<file path="src/rtl/uart_frame_pkg.sv">
// uart_frame_pkg: shared state encoding, error codes and default header bytes for the frame receiver.
package uart_frame_pkg;
  typedef enum logic [2:0] {S_HDR0, S_HDR1, S_CMD, S_LEN, S_PAYLOAD, S_CHK, S_DONE} state_t;
  localparam logic [1:0] ERR_LEN = 2'd1;
  localparam logic [1:0] ERR_CHK = 2'd2;
  localparam logic [1:0] ERR_TIMEOUT = 2'd3;
  localparam logic [7:0] HDR0_DEF = 8'h55;
  localparam logic [7:0] HDR1_DEF = 8'hAA;
endpackage

</file>
<file path="src/rtl/uart_sat_cnt.sv">
// uart_sat_cnt: 16-bit event counter that sticks at all-ones instead of wrapping.
module uart_sat_cnt (
  input  logic        clk,
  input  logic        rst_n,
  input  logic        inc,
  output logic [15:0] cnt
);
  logic [15:0] cnt_q, cnt_d;
  always_comb cnt_d = (inc && cnt_q != 16'hFFFF) ? cnt_q + 16'd1 : cnt_q;
  always_ff @(posedge clk or negedge rst_n)
    if (!rst_n) cnt_q <= '0;
    else cnt_q <= cnt_d;
  assign cnt = cnt_q;
endmodule

</file>
<file path="src/rtl/uart_rx_frame_ctrl.sv">
// uart_rx_frame_ctrl: parses HDR0 HDR1 CMD LEN payload CHK frames from the UART byte stream into a payload RAM.
module uart_rx_frame_ctrl
  import uart_frame_pkg::*;
#(
  parameter logic [7:0] HDR0 = HDR0_DEF,
  parameter logic [7:0] HDR1 = HDR1_DEF,
  parameter int MAX_LEN = 64,
  parameter int ADDR_W = 6
) (
  input  logic              clk,
  input  logic              rst_n,
  input  logic [7:0]        rx_data,
  input  logic              rx_data_valid,
  output logic              rx_data_ready,
  input  logic              rx_frame_ack,
  output logic              wr_en,
  output logic [ADDR_W-1:0] wr_addr,
  output logic [7:0]        wr_data,
  output logic              frame_done,
  output logic [7:0]        frame_cmd,
  output logic [7:0]        frame_len,
  output logic              frame_err,
  output logic [1:0]        err_code,
  output logic              busy,
  output logic [15:0]       ok_cnt,
  output logic [15:0]       err_cnt
);
  localparam logic [7:0] MAX_LEN_B = 8'(MAX_LEN);
  state_t state_q, state_d;
  logic [7:0] cmd_q, cmd_d, len_q, len_d, sum_q, sum_d, idx_q, idx_d;
  logic [7:0] wr_data_q, wr_data_d, frame_cmd_q, frame_cmd_d, frame_len_q, frame_len_d;
  logic [ADDR_W-1:0] wr_addr_q, wr_addr_d;
  logic [1:0] err_code_q, err_code_d;
  logic ready_q, ready_d, wr_en_q, wr_en_d, frame_done_q, frame_done_d, frame_err_q, frame_err_d;
  logic xfer, ok_inc, err_inc;
  assign xfer = rx_data_valid && ready_q;
  assign busy = state_q != S_HDR0;
  always_comb begin
    state_d = state_q;
    cmd_d = cmd_q;
    len_d = len_q;
    sum_d = sum_q;
    idx_d = idx_q;
    wr_en_d = 1'b0;
    wr_addr_d = wr_addr_q;
    wr_data_d = wr_data_q;
    frame_done_d = 1'b0;
    frame_cmd_d = frame_cmd_q;
    frame_len_d = frame_len_q;
    frame_err_d = 1'b0;
    err_code_d = err_code_q;
    ok_inc = 1'b0;
    err_inc = 1'b0;
    // a line-idle abort overrides any byte arriving in the same cycle
    if (rx_frame_ack && busy) begin
      state_d = S_HDR0;
      frame_err_d = 1'b1;
      err_code_d = ERR_TIMEOUT;
      err_inc = 1'b1;
    end else if (state_q == S_DONE) begin
      state_d = S_HDR0;
    end else if (xfer) begin
      case (state_q)
        S_HDR0: state_d = (rx_data == HDR0) ? S_HDR1 : S_HDR0;
        S_HDR1: state_d = (rx_data == HDR1) ? S_CMD : (rx_data == HDR0) ? S_HDR1 : S_HDR0;
        S_CMD: begin
          cmd_d = rx_data;
          sum_d = rx_data;
          state_d = S_LEN;
        end
        S_LEN: begin
          len_d = rx_data;
          sum_d = sum_q + rx_data;
          idx_d = '0;
          state_d = (rx_data > MAX_LEN_B) ? S_HDR0 : (rx_data == 8'd0) ? S_CHK : S_PAYLOAD;
          frame_err_d = rx_data > MAX_LEN_B;
          err_code_d = (rx_data > MAX_LEN_B) ? ERR_LEN : err_code_q;
          err_inc = rx_data > MAX_LEN_B;
        end
        S_PAYLOAD: begin
          wr_en_d = 1'b1;
          wr_addr_d = idx_q[ADDR_W-1:0];
          wr_data_d = rx_data;
          sum_d = sum_q + rx_data;
          idx_d = idx_q + 8'd1;
          state_d = (idx_q + 8'd1 == len_q) ? S_CHK : S_PAYLOAD;
        end
        S_CHK: begin
          frame_done_d = rx_data == sum_q;
          frame_cmd_d = (rx_data == sum_q) ? cmd_q : frame_cmd_q;
          frame_len_d = (rx_data == sum_q) ? len_q : frame_len_q;
          ok_inc = rx_data == sum_q;
          frame_err_d = rx_data != sum_q;
          err_code_d = (rx_data != sum_q) ? ERR_CHK : err_code_q;
          err_inc = rx_data != sum_q;
          state_d = S_DONE;
        end
        default: state_d = S_HDR0;
      endcase
    end
    ready_d = state_d != S_DONE;
  end
  always_ff @(posedge clk or negedge rst_n)
    if (!rst_n) begin
      state_q <= S_HDR0;
      cmd_q <= '0;
      len_q <= '0;
      sum_q <= '0;
      idx_q <= '0;
      ready_q <= 1'b0;
      wr_en_q <= 1'b0;
      wr_addr_q <= '0;
      wr_data_q <= '0;
      frame_done_q <= 1'b0;
      frame_cmd_q <= '0;
      frame_len_q <= '0;
      frame_err_q <= 1'b0;
      err_code_q <= '0;
    end else begin
      state_q <= state_d;
      cmd_q <= cmd_d;
      len_q <= len_d;
      sum_q <= sum_d;
      idx_q <= idx_d;
      ready_q <= ready_d;
      wr_en_q <= wr_en_d;
      wr_addr_q <= wr_addr_d;
      wr_data_q <= wr_data_d;
      frame_done_q <= frame_done_d;
      frame_cmd_q <= frame_cmd_d;
      frame_len_q <= frame_len_d;
      frame_err_q <= frame_err_d;
      err_code_q <= err_code_d;
    end
  assign rx_data_ready = ready_q;
  assign wr_en = wr_en_q;
  assign wr_addr = wr_addr_q;
  assign wr_data = wr_data_q;
  assign frame_done = frame_done_q;
  assign frame_cmd = frame_cmd_q;
  assign frame_len = frame_len_q;
  assign frame_err = frame_err_q;
  assign err_code = err_code_q;
  uart_sat_cnt u_ok_cnt (.clk(clk), .rst_n(rst_n), .inc(ok_inc), .cnt(ok_cnt));
  uart_sat_cnt u_err_cnt (.clk(clk), .rst_n(rst_n), .inc(err_inc), .cnt(err_cnt));
endmodule

</file>
<file path="config.mk">
export PLATFORM = sky130hd
export DESIGN_NAME = uart_rx_frame_ctrl
export DESIGN_NICKNAME = d
export VERILOG_FILES = /design/src/rtl/uart_frame_pkg.sv /design/src/rtl/uart_sat_cnt.sv /design/src/rtl/uart_rx_frame_ctrl.sv
export SDC_FILE = /design/constraint.sdc
export NUM_CORES = 1
export LEC_CHECK = 0
export ABC_AREA = 1
export CAP_MARGIN = 30
export CORE_ASPECT_RATIO = 0.6
export CORE_UTILIZATION = 55
export DETAILED_ROUTE_END_ITERATION = 12
export DONT_BUFFER_PORTS = 1
export MAX_ROUTING_LAYER = met4
export PLACE_DENSITY = 0.84
export SETUP_SLACK_MARGIN = 0.05
export SLEW_MARGIN = 10
export SYNTH_ARGS = -nofsm -noshare
export SYNTH_HDL_FRONTEND = slang
export SYNTH_SLANG_ARGS = --single-unit
</file>
<file path="constraint.sdc">
create_clock -name clk -period 2 [get_ports clk]
set_input_delay 0.3 -clock clk [delete_from_list [all_inputs] [get_ports clk]]
set_output_delay 0.3 -clock clk [all_outputs]
set_load 0.05 [all_outputs]
</file>
### Word-level counts from Yosys, hierarchy flattened

Index checks and enable logic that the tools add are counted.

| word-level totals | value |
|---|---|
| register bits after elaboration | 103 |
| latch bits | 0 |
| memory bits (writable) | 0 |
| ROM bits | 0 |
| input port bits | 12 |
| output and inout port bits | 69 |
| memories kept | 0 |

| cells by class | value |
|---|---|
| $add $sub $neg | 4 |
| multiply operators | 0 |
| div/mod/pow operators | 0 |
| $lt $le $gt $ge | 1 |
| equal/unequal tests | 17 |
| shift operators | 0 |
| muxes and demuxes | 29 |
| bitwise logic cells | 2 |
| reductions and logical operators | 19 |

Operators by type and width:

| cell | count |
|---|---|
| 16-bit by 1-bit adder with 16-bit output, second input constant | 2 |
| 16-bit != test, second input constant | 2 |
| 8-bit case mux with 2 select lines | 2 |
| 4-bit AND reduction | 5 |
| 3-bit case mux with 6 select lines | 1 |
| 8-bit == test | 2 |
| 1-bit two-way mux | 14 |
| 2-bit two-way mux | 6 |
| 3-bit two-way mux | 4 |
| 5-bit AND reduction | 2 |
| 3-bit == test, second input constant | 3 |
| 3-bit != test, second input constant | 3 |
| 8-bit by 1-bit adder with 8-bit output, second input constant | 1 |
| 8-bit adder | 1 |
| 8-bit by 7-bit == test with 1-bit output, second input constant | 1 |
| 8-bit == test, second input constant | 1 |
| 8-bit by 7-bit greater-than comparator with 1-bit output, second input constant | 1 |
| 8-bit logical NOT | 1 |
| 8-bit != test | 1 |
| 3-bit by 2-bit == test with 1-bit output, second input constant | 2 |
| 2-bit nonzero test | 3 |
| 3-bit nonzero test | 2 |
| 1-bit logical AND | 4 |
| 2-bit case mux with 2 select lines | 1 |
| 6 further kinds | 7 |

### Longest topological paths before layout

Gate-level depths: netlist of run 1.

| depth | value |
|---|---|
| depth in word-level cells | 8 |
| depth in mapped cells | 13 |
| gate-level depth less buffers | 13 |

### Modules after synthesis

A second synthesis of run 1 with hierarchy kept.

| unflattened totals | value |
|---|---|
| cell total of the unflattened synthesis | 741 |
| area, all modules | 5,625.4 µm² |

Modules (own cells, without submodules):

| module | times used | cells each | area an instance (µm²) |
|---|---|---|---|
| uart_rx_frame_ctrl | 1 | 429 | 3,497.1 |
| uart_sat_cnt at u_ok_cnt | 1 | 163 | 1,069.8 |
| uart_sat_cnt at u_err_cnt | 1 | 149 | 1,058.5 |

### Least setup slack after synthesis of run 1

Ideal clock, no wire load.

| timing path | value |
|---|---|
| kind | reg-to-reg |
| from | register state_q[2] |
| to | register u_ok_cnt.cnt_q[15] (netlist: u_ok_cnt.cnt[15]) |
| arrival | 1.794 ns |
| data required time | 1.878 ns |
| path slack | 0.083 ns |
| cell stages (with the launch flop) | 10 |
| clock period less this slack | 1.917 ns |
| cell sequence | dfrtp_1 > inv_2 > nand3_2 > nand2_2 > inv_2 > nor4_4 > nand2_2 > buf_4 > nand2_1 > o21ai_2 |

| on the way | value |
|---|---|
| elaborated cells on any way between the ends | 9 |

RTL lines:

| item | line | RTL |
|---|---|---|
| from (decl) | uart_rx_frame_ctrl.sv:29 | `state_t state_q, state_d;` |
| from (signal assigned) | uart_rx_frame_ctrl.sv:120 | `state_q <= state_d;` |
| 3-bit nonzero test | uart_rx_frame_ctrl.sv:37 | `assign busy = state_q != S_HDR0;` |
| named net busy | uart_rx_frame_ctrl.sv:24 | `output logic busy,` |
| 1-bit logical AND | uart_rx_frame_ctrl.sv:55 | `if (rx_frame_ack && busy) begin` |
| 1-bit two-way mux | uart_rx_frame_ctrl.sv:55 |  |
| 1-bit logical AND | uart_sat_cnt.sv:9 | `always_comb cnt_d = (inc && cnt_q != 16'hFFFF) ? cnt_q + 16'd1 : cnt_q;` |
| to (signal assigned) | uart_sat_cnt.sv:12 | `else cnt_q <= cnt_d;` |
| to (decl) | uart_sat_cnt.sv:8 | `logic [15:0] cnt_q, cnt_d;` |

The timed path passes the listed nets, and every way through them passes these cells.
A chain may end at the register's enable or synchronous reset.

### Worst setup path after layout of run 1

| timing path | value |
|---|---|
| from | register sum_q[1] |
| to | register u_ok_cnt.cnt_q[10] (netlist: u_ok_cnt.cnt[10]) |

| on the way | value |
|---|---|
| cells in the longest elaborated chain, start to end | 6 |

Ends and longest elaborated chain:

| item | line | RTL |
|---|---|---|
| from (decl) | uart_rx_frame_ctrl.sv:30 | `logic [7:0] cmd_q, cmd_d, len_q, len_d, sum_q, sum_d, idx_q, idx_d;` |
| from (signal assigned) | uart_rx_frame_ctrl.sv:123 | `sum_q <= sum_d;` |
| 8-bit == test | uart_rx_frame_ctrl.sv:92 | `ok_inc = rx_data == sum_q;` |
| 1-bit two-way mux | uart_rx_frame_ctrl.sv:63 | `case (state_q)` |
| 1-bit two-way mux | uart_rx_frame_ctrl.sv:62 | `end else if (xfer) begin` |
| 1-bit two-way mux | uart_rx_frame_ctrl.sv:60 | `end else if (state_q == S_DONE) begin` |
| 1-bit two-way mux | uart_rx_frame_ctrl.sv:55 |  |
| 1-bit logical AND | uart_sat_cnt.sv:9 |  |

No other way between the ends.

==> reports/results.ini, run 1 <==
[run_status]
status=finished with violations
violations=negative hold slack

[sta]
setup-violations-final=0
slew_headroom_pct=65.7
tightest_slew_ns=0.514
finClkSkew_ns=0.0126
fin_crit_ns=1.91
holdWs_ns=-0.357
maxSlewViolCount=0
finalHoldViolCount=103
rsz0062_at_grt=yes
fmax_ghz=0.524
fin_crit_sh_pct=95.4

[route]
dr.pass1.iters=5
routed_wl_mm=13.7
met1_length_mm=6.13
via_count=4757
drc_errors=0
drt_iter0_markers=372
via_per_inst=5.66
dr.max_layer_used=met4
wl_met2_mm=6.04
avgRoutedWirePerCell_um=16.3
postRouteAntennaNets=0
wl_met3_mm=1.35

[final_layout]
nFillCells=775
drive_gt1_share_pct=18.0
area.growth.synth_to_final_pct=17.6
postLayoutCellArea_um2=6400
antenna_cells=0
num-nets-final=730
finalNonFillerCells=841

[setup_path]
path_delay_family=simple AND/OR/NAND/NOR gates
critPathLaunchType=flip-flop
cp_slowest_stage_delay_ns=0.39
crit_path_end_kind=flip-flop
arrival_ns=2.14
worstPathRequired_ns=2.23
crit_buf_inv=0
path_class=flip-flop to flip-flop
cp_slowest_cell=dfrtp_1
cp_common_cell=nor2_4
critPathMaxFanout=6
path_cells=ha_1 > nor2_2 > nand4_4 > nor2_4 > nand2_4 > nor2_4 > nand4_1 > xor2_1

[floorplan]
ios=81
die_w_um=130
rows=27
start_util_pct=57.9
coreArea_um2=9390
die_y_um=79.0
die_area_um2=10300

[logic_synthesis]
yosysMostFrequentCell=nand2_1
netlist_area_um2=5440
synth.largest_area_cell=dfrtp_1
synth.area.top_cells=dfrtp_1 (47%), nand2_1 (13%), nand3_1 (4.4%), inv_1 (4.1%), nor2_1 (3.5%)
synth_edf_count=0
synth_seq_cells=103
synth-seq-area-share_pct=47.4
synth_top_area_share_pct=47.4
yosysWarningCount=0
synth_fp_nets=675
yosysUniqueCellTypes=43
synth_top_flop_cell=dfrtp_1
postSynthCellCount=652
netlist_top_cells_count=nand2_1 (185), dfrtp_1 (103), inv_1 (60)
async_flop_share_pct=100
avgSynthCellArea_um2=8.34

[placed_design]
portBuffers=0
placed_cells=822
placed_area_um2=5920
gp_congestion=0.957
dp_hpwl_mm=10.1

[clocking]
root_buffer=clkbuf_16
cts_tree=yes
insertion_delay_ns=0.35
clockBufferDepth=2
numCtsBuffers=9
cts_max_level=3
cts.sinks=103
cts.clk_slew.worst_paths_ns=0.07

[global_route]
antenna_found_initial=0
grt_pass1_wl_mm=21.7
grt_pass1_vias=4480
grt_overflow=0
grt_usage_pct=28.6
grt_max_degree=104

[power]
ir_drop_uv=768
p_total_mw=8.32
p_per_area_nw_per_um2=1300
cellLeakagePower_nw=3.07

[min_path]
hp-class=primary input to async pin

[job]
drv_cap=0

[timing repair]
item,CTS,global route
pin swaps,5,6
resized for setup,8,18
hold endpoints to repair,103,103
setup endpoints to repair,34,59
buffers inserted,1,3
[report_power, final]
group          internal [mW]  total [mW]  leakage [nW]  switching [mW]
clock                   1.13        1.89         0.155           0.768
sequential              2.57        3.53          1.34           0.960
combinational           1.04        2.90          1.58            1.86
[final cells by class]
cell class                      instances  area (um^2)  share of cell area [%]
Multi-Input combinational cell        469         2660                    41.5
Tap cell                              130          163                    2.54
Timing Repair Buffer                   56          420                    6.57
Inverter                               68          260                    4.07
Clock inverter                          5         81.3                    1.27
Clock buffer                           10          239                    3.74
Sequential cell                       103         2580                    40.3
[metrics by stage]
stage	util (%)	setup WS [ns]	TNS [ns]	hold slack (ns)
global route	68.1	0.0253	0	-0.366
global placement	63.0	0.0489	0	0.00670
finish	68.1	0.0928	0	-0.357
floorplan	-	0.0835	0	0.00441
CTS	67.2	0.0569	0	-0.367
detailed placement	63.0	-0.0733	-0.787	0.00877
[cell families after synthesis]
logic type	count (synthesis)	share of synthesized area, %
XOR/XNOR	32	5.29
flip-flops	103	47.4
buffers and inverters	80	5.98
AND/OR/NAND/NOR	330	27.4
multiplexers	10	2.62
AO/OA/AOI/OAI	86	8.67
adder cells (fa/ha/maj)	11	2.67
[worst paths after layout]
kind,to,cells past startpoint,slack (ns),from
max,u_ok_cnt.cnt[10]$_DFFE_PN0P_,8,0.09,sum_q[1]$_DFFE_PN0P_
min,sum_q[4]$_DFFE_PN0P_,0,-0.36,rst_n
max reg2reg,u_ok_cnt.cnt[10]$_DFFE_PN0P_,8,0.09,sum_q[1]$_DFFE_PN0P_
min reg2reg,len_q[7]$_DFFE_PN0P_,2,0.50,len_q[7]$_DFFE_PN0P_
max in group asynchronous,state_q[1]$_DFF_PN0_,0,2.16,rst_n
min in group clk,sum_q[0]$_DFFE_PN0P_,2,0.13,rx_data[0]
[cell usage in the layout (no fill, tap or decap), types with 2 or more instances in the layout]
cell / netlist / routed
a21oi_1: 18 / 16
a21oi_2: 0 / 2
a31oi_1: 3 / 3
buf_4: 2 / 56
bufinv_16: 0 / 2
clkbuf_16: 0 / 9
dfrtp_1: 103 / 102
ha_1: 10 / 6
ha_4: 0 / 4
inv_1: 60 / 59
inv_2: 8 / 7
inv_4: 0 / 2
mux2_2: 2 / 2
mux2_4: 8 / 8
nand2_1: 185 / 184
nand2_2: 5 / 3
nand2_4: 2 / 4
nand3_1: 48 / 47
nand3_2: 1 / 2
nand4_1: 12 / 12
nor2_1: 50 / 48
nor2_2: 2 / 2
nor2_4: 4 / 6
nor3_1: 9 / 9
nor3_2: 3 / 2
nor4_1: 4 / 4
o211ai_1: 2 / 2
o21ai_0: 37 / 35
o21ai_1: 13 / 14
o21ai_2: 3 / 4
o22ai_1: 5 / 5
xnor2_1: 14 / 14
xor2_1: 17 / 17
[flip-flops by register name, indices dropped and copies added, names as in the netlist, 2 cells and up]
| name | count |
|---|---|
| frame_len | 8 |
| sum_q | 8 |
| u_err_cnt.cnt | 16 |
| len_q | 8 |
| wr_addr | 6 |
| u_ok_cnt.cnt | 16 |
| err_code | 2 |
| frame_cmd | 8 |
| idx_q | 8 |
| cmd_q | 8 |
| state_q | 3 |
| wr_data | 8 |
[layer usage]
| layer | vias up | GRT usage (%) |
|---|---|---|
| met2 | 191 | 42.0 |
| li1 | 2248 | - |
| met3 | 23 | 8.96 |
| met4 | 0 | 8.05 |
| met5 | - | - |
| met1 | 2295 | 38.4 |
Power figures use the tool's default switching activity.
==> run 2: changes to the inputs <==
Settings changed: SETUP_SLACK_MARGIN 0.05 to default.
==> reports/results.ini, run 2 (same netlist as run 1, synthesis figures left out) <==
[setup_path]
worstPathRequired_ns=2.23
path_delay_family=simple AND/OR/NAND/NOR gates
cp_slowest_cell=dfrtp_1
path_class=flip-flop to flip-flop
critPathLaunchType=flip-flop
critPathMaxFanout=6
crit_buf_inv=0
arrival_ns=2.21
crit_path_end_kind=flip-flop
cp_common_cell=nor2_4
path_cells=ha_1 > nor2_2 > nand4_4 > nor2_4 > nand2_4 > nor2_4 > nand4_1 > xor2_1
cp_slowest_stage_delay_ns=0.39

[final_layout]
area.growth.synth_to_final_pct=16.0
drive_gt1_share_pct=16.5
fin_util_pct=67.2
antenna_cells=0
finalNonFillerCells=839
final_cell_mix=nand2_1 (185), dfrtp_1 (103), inv_1 (59)
num-nets-final=728
mostFrequentLayoutCell=nand2_1

[route]
postRouteAntennaNets=0
dr.pass1.iters=5
via_per_inst=5.67
routed_wl_mm=13.5
avgRoutedWirePerCell_um=16.1
drc_errors=0
via_count=4755
drt_iter0_markers=438

[floorplan]
die_y_um=79.0
start_util_pct=57.9
coreArea_um2=9390
rows=27
die_area_um2=10300
ios=81
die_w_um=130

[clocking]
cts.sinks=103
root_buffer=clkbuf_16
cts_max_level=3
clockBufferDepth=2
insertion_delay_ns=0.35
cts.clk_slew.worst_paths_ns=0.07
cts_tree=yes
numCtsBuffers=9

[sta]
fin_crit_sh_pct=99.4
maxSlewViolCount=0
slew_headroom_pct=65.9
finClkSkew_ns=0.0113
fmax_ghz=0.503
setup-violations-final=0
holdWs_ns=-0.348
fin_crit_ns=1.99
finalHoldViolCount=103
tightest_slew_ns=0.512

[run_status]
violations=negative hold slack
status=finished with violations

[placed_design]
dp_hpwl_mm=10.1
placed_cells=822
portBuffers=0
gp_congestion=0.957

[power]
seqPwrFrac_pct=43.0
combPwrFrac_pct=33.9
switchingPower_mw=3.50
p_clk_share_pct=23.1
p_per_area_nw_per_um2=1290
cellLeakagePower_nw=3.05
p_total_mw=8.17
p_int_mw=4.67
ir_drop_uv=722
swShare_pct=42.9

[global_route]
antenna_found_initial=0
grt_usage_pct=28.4
grt_pass1_vias=4463
grt_overflow=0
grt_pass1_wl_mm=21.5
grt_max_degree=104

[min_path]
hp-class=primary input to async pin

[job]
drv_cap=0

[run 2: worst paths after layout]
kind / from / endpoint / slack (ns) / cells past startpoint
worst max register to register: sum_q[3]$_DFFE_PN0P_ / u_ok_cnt.cnt[10]$_DFFE_PN0P_ / 0.01 / 8
worst min register to register: cmd_q[5]$_DFFE_PN0P_ / cmd_q[5]$_DFFE_PN0P_ / 0.49 / 2
min in group clk: rx_data[0] / sum_q[0]$_DFFE_PN0P_ / 0.13 / 2
worst max-delay path: sum_q[3]$_DFFE_PN0P_ / u_ok_cnt.cnt[10]$_DFFE_PN0P_ / 0.01 / 8
max in group asynchronous: rst_n / frame_len[4]$_DFFE_PN0P_ / 2.19 / 0
worst min-delay path: rst_n / sum_q[0]$_DFFE_PN0P_ / -0.35 / 0
[run 2: layer usage]
layer  vias to the layer above  share of wire, %  global-route usage, %
li1                       2242                 -                      -
met1                      2270                45                   38.4
met2                       222                43                   40.9
met3                        21                11                   9.03
met4                         0               1.4                   8.51
met5                         -                 0                      -
[run 2: what timing repair did]
item,in CTS,in global routing
resized for setup,3,11
hold endpoints to repair,103,103
setup endpoints to repair,16,44
pin swaps,5,2
buffers inserted,1,1
[run 2: final cells by class]
class                      count  area (um^2)
fill                         784         3080
multi-input combinational    469         2580
sequential                   103         2580
timing repair buffer          54          405
inverter                      68          258
clock buffer                  10          239
tap                          130          163
clock inverter                 5         81.3
[run 2: power groups by stage]
stage | clock network [mW] | registers (mW) | logic (mW)
final | 1.88 | 3.51 | 2.77
after detailed placement | 0 | 3.54 | 2.66
after global placement | 0 | 3.51 | 2.54
after global routing | 2.00 | 3.56 | 3.09
after CTS | 1.92 | 3.51 | 2.69
after floorplan | 0 | 3.63 | 1.77
[run 2: through the flow]
| stage | cell area, um^2 | setup TNS [ns] | setup slack, ns |
|---|---|---|---|
| after CTS | 6270 | 0 | 0.00160 |
| after global routing | 6310 | -0.247 | -0.0460 |
| after detailed placement | 5920 | -0.787 | -0.0733 |
| final | 6310 | 0 | 0.0128 |
| after global placement | 5920 | 0 | 0.0489 |
| after floorplan | 5440 | 0 | 0.0835 |
==> run 3: changes to the inputs <==
Settings changed: HOLD_SLACK_MARGIN from default to 0.05.
==> results of run 3 <==
The final DEF is identical to that of run 2; final timing and power are the same.
